--- src/rtl/axis_join_arbiter_4_if.sv ---
// AXI4-Stream beat bundle shared by the four merge inputs and the merged output.
// master drives tdata/tlast/tvalid, slave drives tready.
interface axis_join_arbiter_4_if #(
  parameter int DATA_WIDTH = 64
);
  logic [DATA_WIDTH-1:0] tdata;
  logic                  tlast;
  logic                  tvalid;
  logic                  tready;

  modport master (output tdata, output tlast, output tvalid, input tready);
  modport slave  (input tdata, input tlast, input tvalid, output tready);
endinterface

--- src/rtl/axis_join_arbiter_4.sv ---
// 4:1 AXI-Stream packet merge: round-robin or ordered 0->1->2->3 join, one bubble per packet.
// Registered output, 1-cycle latency; granted tready drops while the output register is stalled.
module axis_join_arbiter_4 #(
  parameter int DATA_WIDTH = 64
) (
  input  logic                  clk,
  input  logic                  rst,
  input  logic                  join_enable,
  axis_join_arbiter_4_if.slave  s00_axis,
  axis_join_arbiter_4_if.slave  s01_axis,
  axis_join_arbiter_4_if.slave  s02_axis,
  axis_join_arbiter_4_if.slave  s03_axis,
  axis_join_arbiter_4_if.master m_axis
);

  typedef enum logic {IDLE, BUSY} state_e;

  state_e                state_q, state_d;
  logic [1:0]            grant_q, grant_d;
  logic [1:0]            rr_last_q, rr_last_d;
  logic [1:0]            join_ptr_q, join_ptr_d;
  logic                  join_mode_q, join_mode_d;
  logic                  join_prev_q, join_prev_d;
  logic                  m_vld_q, m_vld_d;
  logic                  m_last_q, m_last_d;
  logic [DATA_WIDTH-1:0] m_dat_q, m_dat_d;

  logic [3:0]            s_vld;
  logic [3:0]            s_last;
  logic [3:0]            s_rdy;
  logic [DATA_WIDTH-1:0] s_dat [4];

  logic                  out_free;
  logic                  accept;
  logic                  found;
  logic [1:0]            rr_idx;
  logic [1:0]            join_sel;

  assign s_vld  = {s03_axis.tvalid, s02_axis.tvalid, s01_axis.tvalid, s00_axis.tvalid};
  assign s_last = {s03_axis.tlast, s02_axis.tlast, s01_axis.tlast, s00_axis.tlast};
  assign s_dat[0] = s00_axis.tdata;
  assign s_dat[1] = s01_axis.tdata;
  assign s_dat[2] = s02_axis.tdata;
  assign s_dat[3] = s03_axis.tdata;

  assign s00_axis.tready = s_rdy[0];
  assign s01_axis.tready = s_rdy[1];
  assign s02_axis.tready = s_rdy[2];
  assign s03_axis.tready = s_rdy[3];

  assign m_axis.tvalid = m_vld_q;
  assign m_axis.tdata  = m_dat_q;
  assign m_axis.tlast  = m_last_q;

  // Output register can take a new beat when empty or draining this cycle.
  assign out_free = !m_vld_q || m_axis.tready;

  always_comb begin
    state_d     = state_q;
    grant_d     = grant_q;
    rr_last_d   = rr_last_q;
    join_ptr_d  = join_ptr_q;
    join_mode_d = join_mode_q;
    join_prev_d = join_prev_q;
    s_rdy       = '0;
    accept      = 1'b0;
    found       = 1'b0;
    rr_idx      = '0;
    join_sel    = '0;

    case (state_q)
      IDLE: begin
        join_prev_d = join_enable;
        if (join_enable) begin
          // A fresh enable restarts the reassembly sequence at input 0.
          join_sel   = join_prev_q ? join_ptr_q : 2'd0;
          join_ptr_d = join_sel;
          if (s_vld[join_sel]) begin
            grant_d     = join_sel;
            join_mode_d = 1'b1;
            state_d     = BUSY;
          end
        end else begin
          for (int i = 1; i <= 4; i++) begin
            rr_idx = rr_last_q + 2'(i);
            if (!found && s_vld[rr_idx]) begin
              found       = 1'b1;
              grant_d     = rr_idx;
              rr_last_d   = rr_idx;
              join_mode_d = 1'b0;
              state_d     = BUSY;
            end
          end
        end
      end
      BUSY: begin
        s_rdy[grant_q] = out_free;
        accept         = s_vld[grant_q] && out_free;
        if (accept && s_last[grant_q]) begin
          state_d = IDLE;
          if (join_mode_q) begin
            join_ptr_d = join_ptr_q + 2'd1;
          end
        end
      end
      default: state_d = IDLE;
    endcase
  end

  always_comb begin
    m_vld_d  = m_vld_q;
    m_dat_d  = m_dat_q;
    m_last_d = m_last_q;
    if (accept) begin
      m_vld_d  = 1'b1;
      m_dat_d  = s_dat[grant_q];
      m_last_d = s_last[grant_q];
    end else if (m_axis.tready) begin
      m_vld_d = 1'b0;
    end
  end

  always_ff @(posedge clk) begin
    if (rst) begin
      state_q     <= IDLE;
      grant_q     <= '0;
      rr_last_q   <= 2'd3;
      join_ptr_q  <= '0;
      join_mode_q <= 1'b0;
      join_prev_q <= 1'b0;
      m_vld_q     <= 1'b0;
      m_dat_q     <= '0;
      m_last_q    <= 1'b0;
    end else begin
      state_q     <= state_d;
      grant_q     <= grant_d;
      rr_last_q   <= rr_last_d;
      join_ptr_q  <= join_ptr_d;
      join_mode_q <= join_mode_d;
      join_prev_q <= join_prev_d;
      m_vld_q     <= m_vld_d;
      m_dat_q     <= m_dat_d;
      m_last_q    <= m_last_d;
    end
  end

endmodule
--- src/flat_wrapper.sv ---
// flat-port wrapper written by rule: the top's interface ports become plain ports
module axis_join_arbiter_4_flat 
#(
  parameter int DATA_WIDTH = 64
)
  (clk, rst, join_enable, s00_axis_tdata, s00_axis_tlast, s00_axis_tvalid, s00_axis_tready, s01_axis_tdata, s01_axis_tlast, s01_axis_tvalid, s01_axis_tready, s02_axis_tdata, s02_axis_tlast, s02_axis_tvalid, s02_axis_tready, s03_axis_tdata, s03_axis_tlast, s03_axis_tvalid, s03_axis_tready, m_axis_tdata, m_axis_tlast, m_axis_tvalid, m_axis_tready);
  axis_join_arbiter_4_if #(.DATA_WIDTH(DATA_WIDTH)) s00_axis_i ();
  axis_join_arbiter_4_if #(.DATA_WIDTH(DATA_WIDTH)) s01_axis_i ();
  axis_join_arbiter_4_if #(.DATA_WIDTH(DATA_WIDTH)) s02_axis_i ();
  axis_join_arbiter_4_if #(.DATA_WIDTH(DATA_WIDTH)) s03_axis_i ();
  axis_join_arbiter_4_if #(.DATA_WIDTH(DATA_WIDTH)) m_axis_i ();
  input  logic clk;
  input  logic rst;
  input  logic join_enable;
  input wire logic [$bits(s00_axis_i.tdata)-1:0] s00_axis_tdata;
  input wire logic [$bits(s00_axis_i.tlast)-1:0] s00_axis_tlast;
  input wire logic [$bits(s00_axis_i.tvalid)-1:0] s00_axis_tvalid;
  output wire logic [$bits(s00_axis_i.tready)-1:0] s00_axis_tready;
  input wire logic [$bits(s01_axis_i.tdata)-1:0] s01_axis_tdata;
  input wire logic [$bits(s01_axis_i.tlast)-1:0] s01_axis_tlast;
  input wire logic [$bits(s01_axis_i.tvalid)-1:0] s01_axis_tvalid;
  output wire logic [$bits(s01_axis_i.tready)-1:0] s01_axis_tready;
  input wire logic [$bits(s02_axis_i.tdata)-1:0] s02_axis_tdata;
  input wire logic [$bits(s02_axis_i.tlast)-1:0] s02_axis_tlast;
  input wire logic [$bits(s02_axis_i.tvalid)-1:0] s02_axis_tvalid;
  output wire logic [$bits(s02_axis_i.tready)-1:0] s02_axis_tready;
  input wire logic [$bits(s03_axis_i.tdata)-1:0] s03_axis_tdata;
  input wire logic [$bits(s03_axis_i.tlast)-1:0] s03_axis_tlast;
  input wire logic [$bits(s03_axis_i.tvalid)-1:0] s03_axis_tvalid;
  output wire logic [$bits(s03_axis_i.tready)-1:0] s03_axis_tready;
  output wire logic [$bits(m_axis_i.tdata)-1:0] m_axis_tdata;
  output wire logic [$bits(m_axis_i.tlast)-1:0] m_axis_tlast;
  output wire logic [$bits(m_axis_i.tvalid)-1:0] m_axis_tvalid;
  input wire logic [$bits(m_axis_i.tready)-1:0] m_axis_tready;
  assign s00_axis_i.tdata = s00_axis_tdata;
  assign s00_axis_i.tlast = s00_axis_tlast;
  assign s00_axis_i.tvalid = s00_axis_tvalid;
  assign s00_axis_tready = s00_axis_i.tready;
  assign s01_axis_i.tdata = s01_axis_tdata;
  assign s01_axis_i.tlast = s01_axis_tlast;
  assign s01_axis_i.tvalid = s01_axis_tvalid;
  assign s01_axis_tready = s01_axis_i.tready;
  assign s02_axis_i.tdata = s02_axis_tdata;
  assign s02_axis_i.tlast = s02_axis_tlast;
  assign s02_axis_i.tvalid = s02_axis_tvalid;
  assign s02_axis_tready = s02_axis_i.tready;
  assign s03_axis_i.tdata = s03_axis_tdata;
  assign s03_axis_i.tlast = s03_axis_tlast;
  assign s03_axis_i.tvalid = s03_axis_tvalid;
  assign s03_axis_tready = s03_axis_i.tready;
  assign m_axis_tdata = m_axis_i.tdata;
  assign m_axis_tlast = m_axis_i.tlast;
  assign m_axis_tvalid = m_axis_i.tvalid;
  assign m_axis_i.tready = m_axis_tready;
  axis_join_arbiter_4 #(.DATA_WIDTH(DATA_WIDTH)) u_core (.clk(clk), .rst(rst), .join_enable(join_enable), .s00_axis(s00_axis_i), .s01_axis(s01_axis_i), .s02_axis(s02_axis_i), .s03_axis(s03_axis_i), .m_axis(m_axis_i));
endmodule
--- config.mk ---
export PLATFORM = sky130hd
export DESIGN_NAME = axis_join_arbiter_4_flat
export DESIGN_NICKNAME = d
export VERILOG_FILES = /design/src/rtl/axis_join_arbiter_4_if.sv /design/src/rtl/axis_join_arbiter_4.sv /design/src/flat_wrapper.sv
export SDC_FILE = /design/constraint.sdc
export NUM_CORES = 1
export LEC_CHECK = 0
export ABC_AREA = 1
export BUFFER_PORTS_ARGS = -buffer_cell sky130_fd_sc_hd__buf_4
export CELL_PAD_IN_SITES_DETAIL_PLACEMENT = 1
export CELL_PAD_IN_SITES_GLOBAL_PLACEMENT = 1
export CORE_AREA = 2 2 133 135
export CTS_BUF_LIST = sky130_fd_sc_hd__clkbuf_4
export DETAILED_ROUTE_END_ITERATION = 7
export DIE_AREA = 0 0 135 137
export PLACE_DENSITY = 0.94
export SLEW_MARGIN = 20
export SYNTH_ARGS = -nofsm -noshare
export SYNTH_HDL_FRONTEND = slang
export SYNTH_SLANG_ARGS = --single-unit
--- constraint.sdc ---
create_clock -name clk -period 2.18 [get_ports clk]
set_input_delay 0.109 -clock clk [delete_from_list [all_inputs] [get_ports clk]]
set_output_delay 0.109 -clock clk [all_outputs]
set_load 0.01 [all_outputs]
Yosys cells after proc, flatten, opt, wreduce, memory -nomap -nowiden
Index checks and enable logic that the tools add are counted.
{"block": "word_totals", "reg_bits": 75, "input_bits": 268, "out_inout_bits": 70, "elab_cells": 103}
{"block": "op_classes", "addsub": 4, "magnitude_cmp": 8, "eq_ne": 4, "n_mux": 56, "n_bitwise": 5, "n_reduce_logical": 17}
{"operator": "binary-select mux 64 bit (select 2 bit)", "n": 1}
{"operator": "two-way mux 64 bit", "n": 2}
{"operator": "two-way mux 1 bit", "n": 32}
{"operator": "two-way mux 2 bit", "n": 10}
{"operator": "less-than comparator 2 x 3 -> 1 bit (second input constant)", "n": 6}
{"operator": "binary-select mux 1 bit (select 2 bit)", "n": 7}
{"operator": "logical AND 1 bit", "n": 6}
{"operator": "!= test 2 bit (second input constant)", "n": 3}
{"operator": "AND reduction 3 bit", "n": 2}
{"operator": "nonzero test 5 bit", "n": 1}
{"operator": "adder 2 x 1 -> 2 bit (second input constant)", "n": 2}
{"operator": "adder 2 bit (second input constant)", "n": 2}
{"operator": "AND 4 bit", "n": 1}
{"operator": "zero test 1 bit", "n": 4}
{"operator": "two-way mux 4 bit", "n": 1}
{"operator": "case mux 2 bit (2 select lines)", "n": 1}
{"operator": "AND reduction 4 bit", "n": 1}
{"operator": ">= comparator 3 bit (second input constant)", "n": 1}
{"operator": "inverter 1 bit", "n": 3}
{"operator": "inverter 2 -> 3 bit", "n": 1}
{"operator": "nonzero test 3 bit", "n": 1}
{"operator": "demux 1 bit (select 2 bit)", "n": 1}
{"operator": ">= comparator 2 x 1 -> 1 bit (second input constant)", "n": 1}
{"operator": "!= test 2 x 1 -> 1 bit (second input constant)", "n": 1}
{"operator": "other kinds (3)", "n": 3}

Depth between registers and ports, before layout
Gate-level depths: netlist of run 1.
{"block": "depth", "word_depth": 21, "depth_mapped": 12, "ltp_nobuf": 12}

Least setup slack after synthesis of run 1
OpenSTA, ideal clock, no wires.
{"block": "synth_path", "kind": "reg-to-reg", "start": "reg u_core.grant_q[1]", "end": "reg u_core.m_dat_q[0] (netlist: u_core.m_axis.tdata[0])", "setup_ns": 0.124, "t_arrival_ns": 1.258, "required_ns": 2.056, "slack_ns": 0.798, "stages_incl_launch_ff": 12, "path_buffers": 2, "synth_period_minus_slack_ns": 1.382, "cell_sequence": "dfxtp_1 > inv_2 > nand2_2 > nor2_2 > a21oi_2 > nand2_1 > nand2_2 > inv_2 > buf_12 > buf_6 > o21ai_1 > a21oi_1"}
{"block": "synth_via", "elab_chain_len": 4, "word_cells_on_any_way": 8, "classes_between": "mux (6); bitwise (1); reduce/logical (1)"}
{"element": "from (decl)", "line": "axis_join_arbiter_4.sv:19", "text": "logic [1:0] grant_q, grant_d;"}
{"element": "from (signal assigned)", "line": "axis_join_arbiter_4.sv:136", "text": "grant_q <= grant_d;"}
{"element": "binary-select mux 1 bit (select 2 bit) or inverter 2 -> 3 bit (tied branches)", "line": "axis_join_arbiter_4.sv:98, axis_join_arbiter_4.sv:116"}
{"element": "two-way mux 1 bit (implied by the code) or binary-select mux 64 bit (select 2 bit) (tied branches)", "line": "axis_join_arbiter_4.sv:98, axis_join_arbiter_4.sv:116"}
{"element": "logical AND 1 bit or two-way mux 64 bit (tied branches)", "line": "axis_join_arbiter_4.sv:98, axis_join_arbiter_4.sv:116"}
{"element": "two-way mux 1 bit or two-way mux 64 bit (tied branches)", "line": "axis_join_arbiter_4.sv:71, axis_join_arbiter_4.sv:116"}
{"element": "to (signal assigned)", "line": "axis_join_arbiter_4.sv:142", "text": "m_dat_q <= m_dat_d;"}
{"element": "to (decl)", "line": "axis_join_arbiter_4.sv:26", "text": "logic [DATA_WIDTH-1:0] m_dat_q, m_dat_d;"}
Parallel ways exist; a longest one is shown, timed or not. The select of a mux whose other input is x is not followed.
A chain may end at the register's enable or synchronous reset.

Worst setup path after layout of run 1
{"block": "layout_path", "start": "reg u_core.grant_q[0]", "end": "reg u_core.m_dat_q[20] (netlist: u_core.m_axis.tdata[20])"}
The elaborated chain is that of the path after synthesis.

==> flow_summary.toml, run 1 <==
[grt]
grt_usage_pct = 30.0
grt-ovfl-total = 0
antenna_found_initial = 2
grt_pass1_vias = 7907
grt_pass1_wl_um = 42900
grt_max_degree = 92

[synthesis]
netlist_area_um2 = 4570
synth-edff-count = 0
synth_commonest_cells = "193 x nand2_1, 138 x a21oi_1, 75 x dfxtp_1"
synth.most_common_cell = "nand2_1"
syn_inst = 676
synth_top_area_share_pct = 32.9
synth_cell_types = 27
async_flop_share_pct = 0
yosys_warnings = 0
yosysSeqAreaShare_pct = 32.9
syn-mean-instance-area_um2 = 6.76
netlist_top_cells_area = "dfxtp_1 33%, nand2_1 16%, a21oi_1 15%"
syn-num-nets = 944
ys_ff_latch = 75
synth_top_area_cell = "dfxtp_1"
synthFlopType = "dfxtp_1"

[timing]
clock.fmax_ghz = 0.471
relSlewSlack_pct = 67.0
finalCritPeriodShare_pct = 97.4
drv_slew = 0
worst_slew_pin_slew_ns = 0.495
fin_ws_ns = 0.0562
clock_skew_ns = 0.0184
fin_crit_ns = 2.12
hold_viol_final = 0
setup_viol = 0
fin_hold_ws_ns = 0.0517

[finish]
stdcell_area_um2 = 8680
drive_above_1_share_pct = 36.3
num-nets-final = 1378
final.fill_count = 2154
area_growth_pct = 90.1
fin_cells = 1341

[worst_setup_path]
worstSetupPathDepth = 7
path_class = "flip-flop to flip-flop"
cp_slowest_cell = "dlygate4sd3_1"
r2r-end = "u_core.m_axis.tdata[20]"
slowest_delay_ns = 0.59
worstPathMaxFanout = 30
endpoint_kind = "flip-flop"
reg2reg_depth = 7
path_cells = "inv_2 > buf_6 > nand2_1 > a21oi_1 > a221oi_2 > dlygate4sd3_1 > a21oi_1"
cpMostUsedCell = "a21oi_1"
required_ns = 2.53
critPathCapture = "u_core.m_axis.tdata[20]"
timing.rr.start = "u_core.grant_q[0]"
rrSetupSlack_ns = 0.06
startpoint_type = "flip-flop"
startpoint = "u_core.grant_q[0]"
critical-path-top-delay-family = "buffers and inverters"
critical_path_buf_inv_count = 3
cp.arrival_ns = 2.47

[detailed_routing]
drtAntennaViolNets = 0
post_drt_wl_per_cell_um = 21.4
post-route-drc-count = 0
vias_per_cell = 5.39
wl_um = 28700
drtIter0Drc = 357
vias = 7223
drt_first_pass_iters = 5

[cts]
root_buffer = "clkbuf_4"
clk_path_buf_depth = 2
path_clk_slew_ns = 0.14
cts_made_buffers = 9
clk_latency_ns = 0.44
cts.sinks = 75
post-cts-setup-buffer-count = 0
tritoncts = "done"
htreeDepth = 3

[placement]
globalplace.congestion = 0.836
hpwlAfterDp_um = 16400
place_inst = 1195
io_buffers = 337
dpl_cell_area_um2 = 7170
dp_slack_ns = 0.408

[floorplanning]
die_h_um = 137
start_util_pct = 26.8
die_w_um = 135
pin_count = 338
fp-row-count = 48
core-area_um2 = 17100
die_area_um2 = 18500

[power]
power_mw = 6.71
vdd_ir_drop_max_uv = 351
power.leakage_nw = 4.06
power.density_nw_per_um2 = 773

[outcome]
status = "finished clean"

[worst_hold_path]
min_path_type = "input pin to flip-flop"
worstHoldStart = "s00_axis_tdata[5]"

[flow_run]
maxCapViolCount = 0
## cell usage in the layout (no fill, tap or decap)
master / Yosys / final
bufinv_16: 0 / 1
diode_2: 0 / 2
inv_2: 5 / 6
clkbuf_4: 0 / 9
nand4_1: 2 / 2
xnor2_1: 1 / 1
nand3b_1: 1 / 1
buf_12: 1 / 2
a221oi_1: 64 / 54
inv_1: 16 / 14
buf_6: 12 / 3
dfxtp_1: 75 / 73
clkinv_2: 0 / 4
nand2_2: 7 / 7
a221oi_2: 0 / 10
dfxtp_4: 0 / 2
inv_4: 0 / 1
clkinvlp_4: 0 / 1
nand2_1: 193 / 193
nor2_1: 27 / 27
o21ai_1: 40 / 40
nand3_2: 1 / 1
buf_4: 2 / 345
o21ai_0: 28 / 28
a21oi_1: 138 / 137
nor2_4: 1 / 2
nand3_1: 10 / 10
nor3_1: 1 / 1
nor2_2: 2 / 1
dlygate4sd3_1: 0 / 129
o21ai_2: 5 / 5
a21oi_2: 2 / 3
buf_8: 0 / 1
## kinds of logic after synthesis
| kind of cell | share of synthesized area, % |
|---|---|
| simple gates | 21.4 |
| buf+inv | 9.31 |
| xor+xnor | 0.192 |
| compound gates | 36.2 |
| flops | 32.9 |
## final cells by class
cell class | count | area [µm²] | area share, %
clock inverter | 6 | 57.6 | 0.663
timing repair buffer | 480 | 3970 | 45.7
inverter | 21 | 81.3 | 0.937
tap | 225 | 282 | 3.24
sequential | 75 | 1510 | 17.4
antenna | 2 | 5.00 | 0.0576
clock buffer | 9 | 67.6 | 0.778
multi-input combinational | 523 | 2710 | 31.2
## tightest hold or removal path: cells and delay by family
kind | cells | cell delay, ns
buffers and inverters | 1 | 0.08
AOI/OAI and AO/OA | 2 | 0.27
## state kept, by name, summed over array words and instances, names as in the netlist
name / count
u_core.grant_q: 2
u_core.join_mode_q: 1
u_core.join_prev_q: 1
u_core.join_ptr_q: 2
u_core.m_axis.tdata: 64
u_core.m_axis.tlast: 1
u_core.m_axis.tvalid: 1
u_core.rr_last_q: 2
u_core.state_q: 1
## worst min-delay path by stage
| stage | cells past startpoint | end | slack (ns) |
|---|---|---|---|
| after detailed placement | 2 | u_core.m_axis.tlast | 0.35 |
| after global placement | 2 | u_core.m_axis.tlast | 0.35 |
| after CTS | 3 | u_core.m_axis.tdata[23] | 0.002 |
| after global routing | 3 | u_core.m_axis.tdata[5] | 0.02 |
| final | 3 | u_core.m_axis.tdata[5] | 0.05 |
| after floorplan | 1 | u_core.m_axis.tlast | 0.17 |
## power breakdown
| group | internal, mW | total (mW) | switching, mW |
|---|---|---|---|
| clock | 0.336 | 0.870 | 0.535 |
| combinational | 1.84 | 3.96 | 2.12 |
| sequential | 1.65 | 1.88 | 0.233 |
## routing by layer
metal	vias to the layer above	global-route usage, %	part of all wire (%)
met4	0	16.5	4.8
met1	3485	31.1	36
li1	3266	-	-
met3	106	6.85	6.8
met2	366	56.0	53
met5	-	0	0
## what timing repair did
action,CTS,global route
hold buffers,129,0
gates resized for setup,0,19
setup endpoints to repair,0,47
endpoints found under the hold margin,72,0
## per-stage QoR
step | utilization (%) | setup TNS, ns
floorplan | - | 0
global placement | 42.0 | 0
global route | 50.9 | -0.00565
finish | 50.9 | 0
CTS | 50.3 | 0
detailed placement | 42.0 | 0
No activity file was read; power rests on OpenSTA's default activity.
==> run 2: changes to the inputs <==
--- a/config.mk
+++ b/config.mk
@@ -9,10 +9,9 @@
 export BUFFER_PORTS_ARGS = -buffer_cell sky130_fd_sc_hd__buf_4
 export CELL_PAD_IN_SITES_DETAIL_PLACEMENT = 1
 export CELL_PAD_IN_SITES_GLOBAL_PLACEMENT = 1
-export CORE_AREA = 2 2 133 135
+export CORE_UTILIZATION = 27
 export CTS_BUF_LIST = sky130_fd_sc_hd__clkbuf_4
 export DETAILED_ROUTE_END_ITERATION = 7
-export DIE_AREA = 0 0 135 137
 export PLACE_DENSITY = 0.94
 export SLEW_MARGIN = 20
 export SYNTH_ARGS = -nofsm -noshare
==> constraint.sdc (replaced) <==
create_clock -name clk -period 2.4 [get_ports clk]
set_input_delay 0.12 -clock clk [delete_from_list [all_inputs] [get_ports clk]]
set_output_delay 0.12 -clock clk [all_outputs]
set_load 0.01 [all_outputs]
==> run 2 against run 1 <==
Clock power fell by 21%. Utilization grew 1.1 points. Maximum frequency decreased by 5.8%. Sequential power down 9.6%. Register-to-register slack gained 0.09 ns. First-iteration DRC count down 9.0%. Sequential share of layout area is 0.092 points higher. Count of clock-buffer cells in the layout unchanged. Setup slack improved by 0.090 ns.
==> flow_summary.toml, run 2 (synthesized netlist as in run 1, its figures left out) <==
[finish]
finalCoreUtilization_pct = 52.1
stdcell_area_um2 = 8600
final_common_cell = "buf_4"
final.fill_count = 2047
multiInputGateArea_um2 = 2650
area_growth_pct = 88.4
regArea_um2 = 1500
final_cell_mix = "346 x buf_4, 193 x nand2_1, 138 x a21oi_1"
num-nets-final = 1376
drive_above_1_share_pct = 35.4
largest_register_ffs = 64

[floorplanning]
die_w_um = 132
die_area_um2 = 17400
fp-row-count = 47
core-area_um2 = 16500
pin_count = 338
die_h_um = 132
start_util_pct = 27.6

[power]
vdd_ir_drop_max_uv = 443
power.leakage_nw = 4.03
power_mw = 6.04
power.density_nw_per_um2 = 702

[cts]
htreeDepth = 3
cts_made_buffers = 9
post-cts-setup-buffer-count = 0
path_clk_slew_ns = 0.13
clk_latency_ns = 0.43
cts.sinks = 75
clk_path_buf_depth = 2
tritoncts = "done"
root_buffer = "clkbuf_4"

[detailed_routing]
drtAntennaViolNets = 0
vias_per_cell = 5.40
drt_first_pass_iters = 5
post_drt_wl_per_cell_um = 20.8
wl_um = 27800
drtIter0Drc = 325
post-route-drc-count = 0
vias = 7208

[flow_run]
maxCapViolCount = 0

[grt]
grt-ovfl-total = 0
antenna_found_initial = 1
grt_usage_pct = 31.1
grt_max_degree = 73
grt_pass1_vias = 8137
grt_pass1_wl_um = 42300

[worst_setup_path]
path_class = "flip-flop to flip-flop"
required_ns = 2.69
rrSetupSlack_ns = 0.15
worstPathMaxFanout = 28
cp.arrival_ns = 2.54
startpoint_type = "flip-flop"
endpoint_kind = "flip-flop"

[timing]
worst_slew_pin_slew_ns = 0.637
hold_viol_final = 0
setup_viol = 0
setup_tns_ns = 0
finalCritPeriodShare_pct = 93.9
clock_skew_ns = 0.0150
fin_crit_ns = 2.25
drv_slew = 0
clock.fmax_ghz = 0.444
relSlewSlack_pct = 57.5
rsz0062_at_grt = "false"
fin_hold_ws_ns = 0.0285

[placement]
dpl_cell_area_um2 = 7230
globalplace.congestion = 0.840
hpwlAfterDp_um = 16400
io_buffers = 337

[worst_hold_path]
min_path_type = "input pin to flip-flop"

[outcome]
status = "finished clean"
run 2: final timing paths:
| path | from | end | depth (start not counted) |
|---|---|---|---|
| min | s00_axis_tdata[8] | u_core.m_axis.tdata[8] | 3 |
| max reg2reg | u_core.grant_q[1] | u_core.m_axis.tdata[17] | 7 |
| max | u_core.grant_q[1] | u_core.m_axis.tdata[17] | 7 |
| min reg2reg | u_core.join_mode_q | u_core.join_mode_q | 2 |
run 2: layout make-up:
| cell class | count | area share [%] |
|---|---|---|
| diodes | 1 | 0.0291 |
| clock buffers | 9 | 0.785 |
| clock inverters | 7 | 0.524 |
| inverters | 21 | 0.975 |
| multi-input cells | 523 | 30.7 |
| flip-flops and latches | 75 | 17.5 |
| well taps | 220 | 3.20 |
| repair buffers | 478 | 46.3 |
run 2: layer usage:
layer,share of wire (%),global-route usage [%]
met1,36,30.6
met2,53,59.0
met3,5.5,6.81
met4,5.6,19.6
met5,0,0
run 2: through the flow:
| step | cells | setup slack (ns) |
|---|---|---|
| after floorplan | 676 | 1.02 |
| final | 1334 | 0.146 |
| after detailed placement | 1192 | 0.506 |
| after global routing | 1334 | 0.0216 |
| after CTS | 1331 | 0.0223 |
| after global placement | 1192 | 0.608 |
run 2: report_power, final:
group / leakage (nW) / switching, mW / total [mW] / internal, mW
sequential: 0.615 / 0.205 / 1.70 / 1.49
clock: 0.0554 / 0.478 / 0.684 / 0.207
combinational: 3.36 / 1.91 / 3.65 / 1.75
total: 4.03 / 2.59 / 6.04 / 3.45
run 2: critical path, stage by stage (launching register included):
cell and delay (ns):
dfxtp_1 0.46, inv_2 0.09, nand2_2 0.11, inv_2 0.17, buf_12 0.22, a221oi_1 0.32, dlygate4sd3_1 0.63, a21oi_1 0.10
run 2: repair_timing:
action | CTS | global route
endpoints found under the setup margin | 0 | 26
gates resized for setup | 0 | 3
hold buffers | 123 | 2
hold endpoints to repair | 67 | 1
==> run 3: changes to the inputs <==
--- a/config.mk
+++ b/config.mk
@@ -9,10 +9,10 @@
 export BUFFER_PORTS_ARGS = -buffer_cell sky130_fd_sc_hd__buf_4
 export CELL_PAD_IN_SITES_DETAIL_PLACEMENT = 1
 export CELL_PAD_IN_SITES_GLOBAL_PLACEMENT = 1
-export CORE_UTILIZATION = 27
+export CORE_UTILIZATION = 24
 export CTS_BUF_LIST = sky130_fd_sc_hd__clkbuf_4
 export DETAILED_ROUTE_END_ITERATION = 7
-export PLACE_DENSITY = 0.94
+export PLACE_DENSITY = 0.89
 export SLEW_MARGIN = 20
 export SYNTH_ARGS = -nofsm -noshare
 export SYNTH_HDL_FRONTEND = slang
==> constraint.sdc (replaced) <==
create_clock -name clk -period 1.9 [get_ports clk]
set_input_delay 0.095 -clock clk [delete_from_list [all_inputs] [get_ports clk]]
set_output_delay 0.095 -clock clk [all_outputs]
set_load 0.01 [all_outputs]
==> run 3 against run 2 <==
Sequential power grew 25%. Highest routed layer unchanged. Power grew 22%. Die area grew 12%. Worst hold slack gained 0.053 ns.
==> flow_summary.toml, run 3 (synthesized netlist as in run 1, its figures left out) <==
[cts]
path_clk_slew_ns = 0.15
root_buffer = "clkbuf_4"
cts_made_buffers = 9
tritoncts = "done"
clk_latency_ns = 0.47
clk_path_buf_depth = 2
htreeDepth = 3
cts.sinks = 75

[timing]
drv_slew = 0
fin_crit_ns = 1.71
clock.fmax_ghz = 0.585
relSlewSlack_pct = 70.2
setup_tns_ns = 0
setup_viol = 0
rsz0062_at_grt = "false"
finalCritPeriodShare_pct = 90.0
hold_viol_final = 0
fin_hold_ws_ns = 0.0813
clock_skew_ns = 0.0351
worst_slew_pin_slew_ns = 0.447

[finish]
drive_above_1_share_pct = 35.3
area_growth_pct = 91.6
num-nets-final = 1382
finalCoreUtilization_pct = 46.8
largest_register_ffs = 64
final_cell_mix = "345 x buf_4, 193 x nand2_1, 138 x a21oi_1"
final_common_cell = "buf_4"
stdcell_area_um2 = 8750
fin_cells = 1356

[floorplanning]
core-area_um2 = 18700
die_area_um2 = 19600
die_w_um = 140
pin_count = 338
fp-row-count = 50
die_h_um = 140
start_util_pct = 24.4

[worst_setup_path]
worstPathMaxFanout = 15
cp.arrival_ns = 2.05
path_class = "flip-flop to flip-flop"
path_cells = "nor2_4 > buf_4 > inv_1 > nor2_1 > nor2_1 > nand4_1 > nand2_1 > nand3b_1 > nand2_1 > nor2_1"
endpoint_kind = "flip-flop"
critical-path-top-delay-family = "simple AND/OR/NAND/NOR gates"
startpoint_type = "flip-flop"
cp_slowest_cell = "dfxtp_2"
reg2reg_depth = 10
timing.rr.start = "u_core.grant_q[0]"
required_ns = 2.24
critical_path_buf_inv_count = 2
cpMostUsedCell = "nor2_1"
r2r-end = "u_core.join_ptr_q[1]"
slowest_delay_ns = 0.48
rrSetupSlack_ns = 0.19

[worst_hold_path]
worstHoldStart = "s02_axis_tdata[57]"
hold_depth = 5
min_path_type = "input pin to flip-flop"
min_delay_worst_endpoint = "u_core.m_axis.tdata[57]"

[power]
vdd_ir_drop_max_uv = 416
power.leakage_nw = 4.11
power.density_nw_per_um2 = 840

[outcome]
status = "finished clean"

[detailed_routing]
vias = 7146
wl_um = 27500
post-route-drc-count = 0
post_drt_wl_per_cell_um = 20.2
drtAntennaViolNets = 0
drt_first_pass_iters = 5
vias_per_cell = 5.27
drtIter0Drc = 320

[placement]
io_buffers = 337
dpl_cell_area_um2 = 7270
globalplace.congestion = 0.812
hpwlAfterDp_um = 16000
place_inst = 1206

[grt]
grt-ovfl-total = 0
antenna_found_initial = 3
grt_usage_pct = 27.4
grt_pass1_vias = 7626
grt_pass1_wl_um = 41300
grt_max_degree = 67

[flow_run]
maxCapViolCount = 0
==> run 3: changes by cell type in the layout (fill, tap and decap cells not counted), moves of 2 or more <==
| cell | change |
|---|---|
| bufinv_16 | +2 |
| buf_12 | +2 |
| diode_2 | +2 |
| dlygate4sd3_1 | +6 |
| clkinvlp_4 | -2 |
==> run 3: where the power goes <==
group          switching, mW  internal [mW]
Clock                  0.654          0.538
Sequential             0.242           1.89
Combinational           2.26           1.77
==> run 3: layer usage <==
layer  vias to the layer above  global-route usage, %  routed length [µm]
met4                         0                   15.7                1400
li1                       3281                      -                   -
met5                         -                      0                   0
met3                       107                   7.28                1740
met1                      3404                   28.4               10300
met2                       354                   49.7               14000
==> run 3: area by class of cell <==
class                      instances  area, µm²
timing repair buffer             484       4060
inverter                          21       81.3
sequential                        75       1500
clock buffer                      10       75.1
antenna                            3       7.51
clock inverter                     6       80.1
tap                              234        293
fill                            2313       9950
multi-input combinational        523       2650
==> run 3: worst register-to-register path: cells and delay by family (launching register included) <==
family | cells | cell delay, ns
DFF | 1 | 0.48
and+or+nand+nor | 8 | 0.81
buffers and inverters | 2 | 0.30
==> run 3: timing repair <==
item	in CTS	in global routing
setup endpoints to repair	0	1
buffers inserted	0	0
hold endpoints to repair	72	0
hold buffers	131	0
gates resized for setup	0	2
==> run 3: how the worst max path moves through the flow <==
stage                                    from                      to  slack (ns)  depth (start not counted)
after detailed placement    u_core.grant_q[0]    u_core.join_ptr_q[1]        0.22                          8
after global routing           u_core.state_q         s02_axis_tready        0.04                          5
after global placement    u_core.rr_last_q[0]       u_core.grant_q[1]        0.30                         11
after floorplan             u_core.grant_q[1]  u_core.m_axis.tdata[0]        0.52                         11
after CTS                      u_core.state_q         s02_axis_tready        0.13                          5
final                       u_core.grant_q[0]    u_core.join_ptr_q[1]        0.19                         10
==> run 3: metrics by stage <==
step | setup slack, ns | total power, mW
2_1_floorplan | 0.518 | 4.25
3_3_place_gp | 0.303 | 5.68
3_5_place_dp | 0.223 | 5.78
4_1_cts | 0.126 | 7.22
5_1_grt | 0.0383 | 7.79
6_report | 0.189 | 7.35
